## src/rtl/cordic_phase_gen.sv

```systemverilog
// cordic_phase_gen: phase accumulator front end for the CORDIC sin/cos rotator.
// It accumulates W every sampling cycle and folds the top AW phase bits into
// [-pi/2, pi/2) with a flip flag. Retunes of W/A wait for a phase wrap, or for
// en to drop.
// Optional feature: define PHASE_DITHER_EN to add LFSR dither before truncation.
module cordic_phase_gen #(
    parameter int PW = 24,
    parameter int FW = 16,
    parameter int AW = 16
) (
    input  logic                 clk,
    input  logic                 rst,
    input  logic                 en,
    input  logic                 cfg_valid,
    output logic                 cfg_ready,
    input  logic [FW-1:0]        cfg_w,
    input  logic [15:0]          cfg_a,
    output logic [15:0]          A,
    output logic signed [AW-1:0] theta,
    output logic                 flip,
    output logic                 out_valid,
    output logic                 wrap
);

    typedef enum logic [1:0] {IDLE, RUN, PEND} state_t;

    state_t        state, state_nx;
    logic [PW-1:0] acc;
    logic [FW-1:0] w_reg, sh_w;
    logic [15:0]   sh_a;
    logic [PW:0]   acc_sum;
    logic          carry, samp, hs;
    logic          clr_acc, load_cfg, load_sh, store_sh;
    logic [AW-1:0] p, theta_nx;
    logic          p_flip;

    // Phase increment and carry-out of the accumulator
    always_comb begin
        acc_sum = {1'b0, acc} + (PW+1)'(w_reg);
        carry   = acc_sum[PW];
        samp    = (state != IDLE) && en;
        hs      = cfg_valid && cfg_ready;
    end

`ifdef PHASE_DITHER_EN
    logic [15:0]     lfsr;
    logic [PW-AW:0]  low_sum;

    // Dither the discarded low bits; the carry rounds p up by one LSB at most
    always_comb begin
        low_sum = {1'b0, acc[PW-AW-1:0]} + {1'b0, lfsr[PW-AW-1:0]};
        p       = acc[PW-1:PW-AW] + AW'(low_sum[PW-AW]);
    end

    // Fibonacci LFSR, taps 16,14,13,11, advanced once per sample
    always_ff @(posedge clk) begin
        if (rst)
            lfsr <= 16'hACE1;
        else if (samp)
            lfsr <= {lfsr[14:0], lfsr[15] ^ lfsr[13] ^ lfsr[12] ^ lfsr[10]};
    end
`else
    // Plain truncation of the accumulator to the output angle width
    always_comb p = acc[PW-1:PW-AW];
`endif

    // Fold quadrants II/III onto IV/I by toggling the MSB; rotator negates x,y
    always_comb begin
        p_flip   = p[AW-1] ^ p[AW-2];
        theta_nx = p_flip ? (p ^ {1'b1, {(AW-1){1'b0}}}) : p;
    end

    // State register
    always_ff @(posedge clk) begin
        if (rst)
            state <= IDLE;
        else
            state <= state_nx;
    end

    // Next state and the register-load controls that go with each transition
    always_comb begin
        state_nx = state;
        clr_acc  = 1'b0;
        load_cfg = 1'b0;
        load_sh  = 1'b0;
        store_sh = 1'b0;
        case (state)
            IDLE: begin
                clr_acc  = hs;
                load_cfg = hs;
                if (en)
                    state_nx = RUN;
            end
            RUN: begin
                if (!en) begin
                    // No wrap will come while stopped, so apply a late retune directly
                    load_cfg = hs;
                    state_nx = IDLE;
                end else if (hs) begin
                    store_sh = 1'b1;
                    state_nx = PEND;
                end
            end
            PEND: begin
                if (!en) begin
                    load_sh  = 1'b1;
                    state_nx = IDLE;
                end else if (carry) begin
                    load_sh  = 1'b1;
                    state_nx = RUN;
                end
            end
            default: state_nx = IDLE;
        endcase
    end

    // Handshake availability
    always_comb cfg_ready = (state != PEND);

    // Accumulator, tuning registers, shadow and output sample registers
    always_ff @(posedge clk) begin
        if (rst) begin
            acc       <= '0;
            w_reg     <= '0;
            A         <= '0;
            sh_w      <= '0;
            sh_a      <= '0;
            theta     <= '0;
            flip      <= 1'b0;
            out_valid <= 1'b0;
            wrap      <= 1'b0;
        end else begin
            if (clr_acc)
                acc <= '0;
            else if (samp)
                acc <= acc_sum[PW-1:0];
            if (load_cfg) begin
                w_reg <= cfg_w;
                A     <= cfg_a;
            end else if (load_sh) begin
                w_reg <= sh_w;
                A     <= sh_a;
            end
            if (store_sh) begin
                sh_w <= cfg_w;
                sh_a <= cfg_a;
            end
            out_valid <= samp;
            wrap      <= samp && carry;
            if (samp) begin
                theta <= theta_nx;
                flip  <= p_flip;
            end
        end
    end

endmodule

```

## config.mk

```make
export PLATFORM = sky130hd
export DESIGN_NAME = cordic_phase_gen
export DESIGN_NICKNAME = d
export VERILOG_FILES = /design/src/rtl/cordic_phase_gen.sv
export SDC_FILE = /design/constraint.sdc
export NUM_CORES = 1
export LEC_CHECK = 0
export ABC_AREA = 1
export CELL_PAD_IN_SITES_DETAIL_PLACEMENT = 1
export CELL_PAD_IN_SITES_GLOBAL_PLACEMENT = 1
export CORE_MARGIN = 3
export CORE_UTILIZATION = 44
export DETAILED_ROUTE_END_ITERATION = 16
export GPL_ROUTABILITY_DRIVEN = 0
export PLACE_DENSITY = 0.83
export SYNTH_ARGS = -nofsm -noshare
export SYNTH_HDL_FRONTEND = slang
export SYNTH_SLANG_ARGS = --single-unit
```

## constraint.sdc

```tcl
create_clock -name clk -period 4.4 [get_ports clk]
set_input_delay 0.88 -clock clk [delete_from_list [all_inputs] [get_ports clk]]
set_output_delay 0.88 -clock clk [all_outputs]
set_load 0.05 [all_outputs]
```

Yosys cells after proc, flatten, opt, wreduce, memory -nomap -nowiden
Index checks and enable logic that the tools add are counted.
Storage, ports and cells
  input port bits: 36
  register bits after elaboration: 109
Operators by class
  multiplexer cells: 20
  add/sub/neg operators: 1
  reductions and logical operators: 8
  eq/ne operators: 6
  bitwise gates (word level): 2
Operators with widths (number)
  two-way mux 16 bit: 5
  adder 24 x 16 -> 25 bit: 1
  two-way mux 2 bit: 5
  two-way mux 1 bit: 8
  != test 3 bit, second input constant: 2
  one-hot mux 2 bit (3 select lines): 1
  != test 2 bit, second input constant: 2
  nonzero test 2 bit: 2
  logical AND 1 bit: 3
  AND reduction 3 bit: 1
  == test 2 x 1 -> 1 bit, second input constant: 1
  == test 2 bit, second input constant: 1
  zero test 2 bit: 1
  one-hot mux 1 bit (2 select lines): 1
  OR reduction 2 bit: 1
  NOT 1 bit: 1
  bitwise XOR 1 bit: 1

Logic depth before layout (Yosys ltp)
Gate-level depths: netlist (run 1).
  depth in word-level cells: 6
  mapped depth: 14

Worst setup path after synthesis (run 1)
No wires, ideal clock.
  path kind: reg2out
  from: reg state[1]
  to: out cfg_ready
  stages on the path, launching flop included: 4
  data required time: 3520 ps
  arrival time: 1018 ps
  setup slack: 2502 ps
  cell sequence: dfxtp_1 > inv_1 > nor2_1 > inv_1
On the way
  longest elaborated chain between the ends: 1
RTL lines
  start: declaration: line 27  | state_t state, state_nx;
  start signal: assignment: line 78  | state <= state_nx;
  != test 2 bit: line 119  | always_comb cfg_ready = (state != PEND);
  end: declaration: line 15  | output logic cfg_ready,
Every way passes these cells.

Final worst setup path (run 1)
  from: in en
  to: reg sh_w[4]
On the way
  longest elaborated chain between the ends: 2
RTL lines
  start: declaration: line 13  | input logic en,
  two-way mux 1 bit: line 96  | if (!en) begin
  two-way mux 1 bit: line 88  | case (state)
  end signal: assignment: line 146  | sh_w <= cfg_w;
  end: declaration: line 29  | logic [FW-1:0] w_reg, sh_w;
Every way passes these cells.
A chain may end at the register's enable or synchronous reset.

==> flow_summary.toml, run 1 <==
[cts]
tritoncts.num_buffers = 9
tritoncts_num_sinks = 109
cts_buffer_depth = 2
insertion_delay_ns = 0.36
clk_pin_slew_worst_paths_ns = 0.07
clock-root-buffer = "sky130_fd_sc_hd__clkbuf_16"
cts_max_level = 3
cts_tree = "built"
post_cts_hold_buffer_count = 0
post-cts-setup-buffers = 0
post_cts.resized_instances = 0

[layout]
area_growth_pct = 17.0
multiInputGateArea_sq_mm = 0.00305
layout_nets = 928
largest_register_ff_count = 24
seq_area_sq_mm = 0.00218
drive_above_1_share = 0.0968
fillerInstances = 1663
stdcell_area_sq_mm = 0.00687
max_flop_register = "acc"
diodes = 0

[place]
buffer_ports.inserted = 71
post-place-ws_ns = 1.15
dpl_cell_area_sq_mm = 0.00659
detailedPlacementHpwl_mm = 11.0

[sta]
layout_min_cycle_time_ns = 2.90
fin_ws_ns = 1.50
worst_clock_skew_ns = 0.0123
finalSetupViolations = 0
max-slew-margin-rel = 0.352
final_max_slew_viol_count = 0
hold_violations = 0
setup_tns_ns = 0
post-route-period-util = 0.658
grt_setup_unrepaired = "false"
tightestPinTransition_ns = 0.971
maximum_clock_frequency_mhz = 345

[routing]
detail_route.wl_per_cell_um = 14.8
drt-vias-per-instance = 5.10
drtPass1Iterations = 4
drt_iter0_markers = 240
num_vias = 5355
final_antenna_net_count = 0
route.detailed.drc = 0
finalWirelength_mm = 15.5

[job]
number_of_max_cap_violations = 0

[synth]
synth_cell_types = 37
synthesis.instances = 829
synth_seq_area_share = 0.372
count_of_flip_flops_with_a_built_in_enable_after_synthesis = 0
yosys-top-cells-area = "sky130_fd_sc_hd__dfxtp_1 37%, sky130_fd_sc_hd__nor2_1 9.9%, sky130_fd_sc_hd__nand2_1 8.3%"
synth.net_count = 883
synth_top_area_frac = 0.372
yosys.area_share.xor_xnor = 0.0134
synth_simple_gate_area_share = 0.292
yosys.area_share.adder = 0.0397
yosys-mux-area-fraction = 0.0326
yosys.cell_count.top_type = "sky130_fd_sc_hd__nor2_1"
largest_family_of_logic_cells_by_synthesized_area = "simple AND/OR/NAND/NOR gates"
synth_compound_gate_area_share = 0.139
ys_ff_latch = 109
ys.warnings.count = 0
netlist_area_sq_mm = 0.00587
postSynth.topFlopCell = "sky130_fd_sc_hd__dfxtp_1"
yosys-top-cells-count = "154 x sky130_fd_sc_hd__nor2_1, 129 x sky130_fd_sc_hd__nand2_1, 109 x sky130_fd_sc_hd__dfxtp_1"
synth.avg_cell_area_sq_um = 7.08
synth_area_leader_cell = "sky130_fd_sc_hd__dfxtp_1"
ys_async_sr_fraction = 0

[setup_path]
rr_worst_depth = 12
crit_path_max_fanout = 48
critPathArrivalTime_ns = 3.14
timing.critical_path.from = "en"
criticalPathCategory = "input pin to register"
timing.critical_path.mode_cell = "sky130_fd_sc_hd__nor2_1"
crit_path_top_delay_cell = "sky130_fd_sc_hd__clkinv_1"
crit-reg2reg-launch = "acc[0]"
critPathMaxStageDelay_ns = 0.61
regToRegEndpoint = "A[1]"
end_kind = "register"
crit_required_ns = 4.65
ff2ff_setup_slack_ns = 1.97
startpoint_type = "input pin"
cp_cell_sequence = "clkdlybuf4s50_1 > nand3_1 > nor2_2 > buf_4 > clkinv_1 > nor2_1 > nor2_1"

[global_route]
grt_usage = 0.218
grt_pass1_vias = 5539
grt_max_degree = 65
grt_first_pass_wirelength_mm = 26.2
globalRoute.totalOverflow = 0
antenna_found_initial = 0

[min_path]
worstHoldEndpoint = "theta[11]"
hold_path_startpoint = "theta[11]"
hp-class = "register to register"
worstHoldPathCells = 2

[die]
placement_rows = 41
initial_core_utilization = 0.458
core_region_area_sq_mm = 0.0128
design.die.area_sq_mm = 0.0148
die_width_um = 121
io_pins = 72
die_height_um = 121

[pwr]
p_leak_nw = 3.17
irDropWorstVdd_mv = 0.241
power_density_over_the_cells_mw_per_mm2 = 333

[status]
run_status = "finished clean"
power by group:
group | internal [mW] | total (mW) | switching [mW] | leakage, nW
logic | 0.164 | 0.431 | 0.268 | 2.16
clock network | 0.401 | 0.784 | 0.383 | 0.126
registers | 1.04 | 1.07 | 0.0318 | 0.890
metal layers:
| metal | GRT usage | vias to the layer above | part of all wire |
|---|---|---|---|
| met2 | 0.384 | 70 | 0.50 |
| li1 | - | 2736 | - |
| met5 | 0 | - | 0 |
| met4 | 0.0497 | 0 | 0.011 |
| met1 | 0.271 | 2536 | 0.45 |
| met3 | 0.0480 | 13 | 0.033 |
worst max-delay path by stage:
stage                     end  slack (ns)  cells after the start
detailed placement    sh_w[8]        1.15                      7
finish                sh_w[4]        1.50                      7
global placement     sh_w[15]        1.31                      7
floorplan           cfg_ready        2.50                      3
global route          sh_w[8]        1.29                      7
CTS                 cfg_ready        1.51                      4
critical path: cells and delay by family:
family                 cells  cell delay, ns
buffers and inverters      3            1.61
AND/OR/NAND/NOR            4            0.63
kinds of logic after synthesis:
| logic type | count (synthesis) |
|---|---|
| multiplexers | 17 |
| flip-flops | 109 |
| AO/OA/AOI/OAI | 159 |
| adder cells (fa/ha/maj) | 18 |
| AND/OR/NAND/NOR | 372 |
| XOR/XNOR | 9 |
| buffers and inverters | 145 |
stage by stage:
stage,util,cells,hold WS (ns),power (mW)
after detailed placement,0.514,1035,0.483,1.53
final,0.536,1050,0.495,2.28
after global placement,0.514,1035,0.479,1.51
after CTS,0.536,1050,0.495,2.31
after floorplan,-,829,0.466,1.39
after global routing,0.536,1050,0.521,2.40
placed cells by master (no fill, tap or decap), drive strengths merged:
| cell | count |
|---|---|
| nor2 | 158 |
| clkinvlp | 3 |
| a211oi | 1 |
| o21bai | 3 |
| a21oi | 75 |
| nor4 | 1 |
| mux2 | 17 |
| a21o | 1 |
| or2 | 1 |
| ha | 17 |
| inv | 104 |
| nand3 | 59 |
| xor2 | 7 |
| xnor2 | 2 |
| a21boi | 1 |
| fa | 1 |
| buf | 4 |
| clkdlybuf4s50 | 71 |
| nand4 | 7 |
| o211ai | 1 |
| o22ai | 1 |
| nor3 | 4 |
| o21ai | 76 |
| clkinv | 1 |
| clkbuf | 11 |
| dfxtp | 109 |
| nand2 | 141 |
| and2 | 1 |
layout make-up:
cell class,count,area share
Clock buffer,11,0.0353
Clock inverter,4,0.00492
Inverter,104,0.0568
Multi-Input combinational cell,575,0.444
Sequential cell,109,0.318
Tap cell,172,0.0313
Timing Repair Buffer,75,0.110
Power figures use the tool's default switching activity.
==> run 2, diff against run 1 <==
Settings changed: CORE_UTILIZATION 44 to 40, PLACE_DENSITY 0.83 to 0.76.
Clock period 4.4 ns to 2.7 ns, I/O delays scaled along.
==> run 2 against run 1 <==
Effect of this change:
- global-route usage shrank 1.8 points
- register-to-register slack lost 1.7 ns
- largest power group unchanged
- critical path depth grew 4
- worst setup slack lost 1.2 ns
- sequential cell count is the same
- routed wire length grew 1.2%
- largest cell class unchanged
- worst hold slack lost 0.017 ns
- sequential power grew 64%
- final cell count grew 2.1%
- clock skew shrank 0.00089 ns
==> flow_summary.toml, run 2 (synthesis gave the netlist of run 1 again) <==
[setup_path]
timing.critical_path.max_delay_family = "simple AND/OR/NAND/NOR gates"
startpoint_type = "register"
cp_cell_sequence = "ha_1 > fa_1 > nand2_1 > nand2_1 > nand3_1 > nand2_2 > nand2_2 > nand3_4 > nand2_8 > a21oi_1 > nor2_1"
critPathMaxStageDelay_ns = 0.40
crit_path_max_fanout = 64
end_kind = "register"
critPathArrivalTime_ns = 2.72
crit_required_ns = 3.00
criticalPathCategory = "register to register"
crit_path_top_delay_cell = "sky130_fd_sc_hd__fa_1"
crit_buf_inv = 0

[layout]
max_flop_register = "acc"
commonest_non_fill_non_tap_cell_in_the_layout = "sky130_fd_sc_hd__nor2_1"
largest_register_ff_count = 24
finalNonFillerCells = 1072
drive_above_1_share = 0.111
most_frequent_cells_in_the_layout = "152 x sky130_fd_sc_hd__nor2_1, 128 x sky130_fd_sc_hd__nand2_1, 109 x sky130_fd_sc_hd__dfxtp_1"
area_growth_pct = 19.4
diodes = 0
layout_nets = 942

[sta]
finalSetupViolations = 0
tightestPinTransition_ns = 0.732
post-route-period-util = 0.896
layout_min_cycle_time_ns = 2.42
worst_clock_skew_ns = 0.0114
hold_violations = 0
max-slew-margin-rel = 0.511
grt_setup_unrepaired = "false"
maximum_clock_frequency_mhz = 414
final_max_slew_viol_count = 0
setup_tns_ns = 0

[routing]
num_vias = 5427
final_antenna_net_count = 0
route.detailed.drc = 0
detail_route.wl_per_cell_um = 14.6
drt-vias-per-instance = 5.06
drtPass1Iterations = 4
drt_iter0_markers = 284
finalWirelength_mm = 15.7

[die]
design.die.area_sq_mm = 0.0162
io_pins = 72
die_height_um = 127
placement_rows = 43
die_width_um = 127
core_region_area_sq_mm = 0.0141
initial_core_utilization = 0.416

[cts]
clock-root-buffer = "sky130_fd_sc_hd__clkbuf_16"
clk_pin_slew_worst_paths_ns = 0.08
tritoncts_num_sinks = 109
post_cts.resized_instances = 0
post_cts_hold_buffer_count = 0
post-cts-setup-buffers = 0
insertion_delay_ns = 0.36
cts_tree = "built"
cts_max_level = 3
tritoncts.num_buffers = 9
cts_buffer_depth = 2

[pwr]
netSwitchingPower_mw = 1.12
netSwitchingFraction = 0.298
cellInternalPower_mw = 2.63
seqPwrFrac = 0.465
irDropWorstVdd_mv = 0.388
comb_power_share = 0.193
p_leak_nw = 3.26
power.share.clock = 0.342
power_density_over_the_cells_mw_per_mm2 = 536

[global_route]
grt_max_degree = 82
grt_usage = 0.200
antenna_found_initial = 0
globalRoute.totalOverflow = 0
grt_pass1_vias = 5691
grt_first_pass_wirelength_mm = 26.7

[place]
buffer_ports.inserted = 71
detailedPlacementHpwl_mm = 11.4
numPlacedInstances = 1057

[job]
number_of_max_cap_violations = 0

[min_path]
hp-class = "register to register"

[status]
run_status = "finished clean"
run 2: changes by cell type in the layout (fill, tap and decap cells not counted):
cell / change
sky130_fd_sc_hd__buf_4: +12
sky130_fd_sc_hd__inv_6: +1
sky130_fd_sc_hd__buf_12: +2
sky130_fd_sc_hd__clkinv_2: +1
sky130_fd_sc_hd__clkinvlp_4: -2
run 2: per-stage QoR:
step | hold slack (ns) | cell area, sq um | utilization | worst slack, ns | power, mW
floorplan | 0.466 | 5870 | - | 0.806 | 2.26
global placement | 0.459 | 6730 | 0.478 | 0.358 | 2.48
detailed placement | 0.467 | 6730 | 0.478 | 0.233 | 2.51
CTS | 0.478 | 7010 | 0.497 | 0.266 | 3.81
global route | 0.523 | 7010 | 0.497 | 0.0956 | 3.95
finish | 0.478 | 7010 | 0.497 | 0.282 | 3.75
run 2: worst min-delay path, delay by kind of cell, from the launching register on:
family / cells / cell delay (ns)
flip-flops: 1 / 0.32
AND/OR/NAND/NOR: 1 / 0.06
AO/OA/AOI/OAI: 1 / 0.05
run 2: path summary, 6_finish.rpt:
check              end  depth (start not counted)  slack, ns      start
min reg2reg  theta[11]                          2       0.48  theta[11]
max reg2reg   w_reg[2]                         11       0.28     acc[0]
max           w_reg[2]                         11       0.28     acc[0]
min          theta[11]                          2       0.48  theta[11]
run 2: final cells by class:
cell class,instances,area (sq um)
flip-flops and latches,109,2180
repair buffers,89,883
inverters,104,390
clock inverters,4,32.5
multi-input cells,575,3050
clock buffers,11,243
well taps,180,225
fillers,1807,7090
run 2: power by group through the flow:
stage	clock network [mW]	logic (mW)	registers, mW
3_5_place_dp	0	0.730	1.78
2_1_floorplan	0	0.379	1.88
3_3_place_gp	0	0.704	1.78
5_1_grt	1.39	0.804	1.76
6_report	1.28	0.725	1.75
4_1_cts	1.33	0.735	1.75
run 2: routing by layer:
layer	routed length, um	vias to the layer above	global-route usage
met3	488	21	0.0439
met4	225	0	0.0530
met5	0	-	0
met2	7650	85	0.343
li1	-	2758	-
met1	7330	2563	0.254
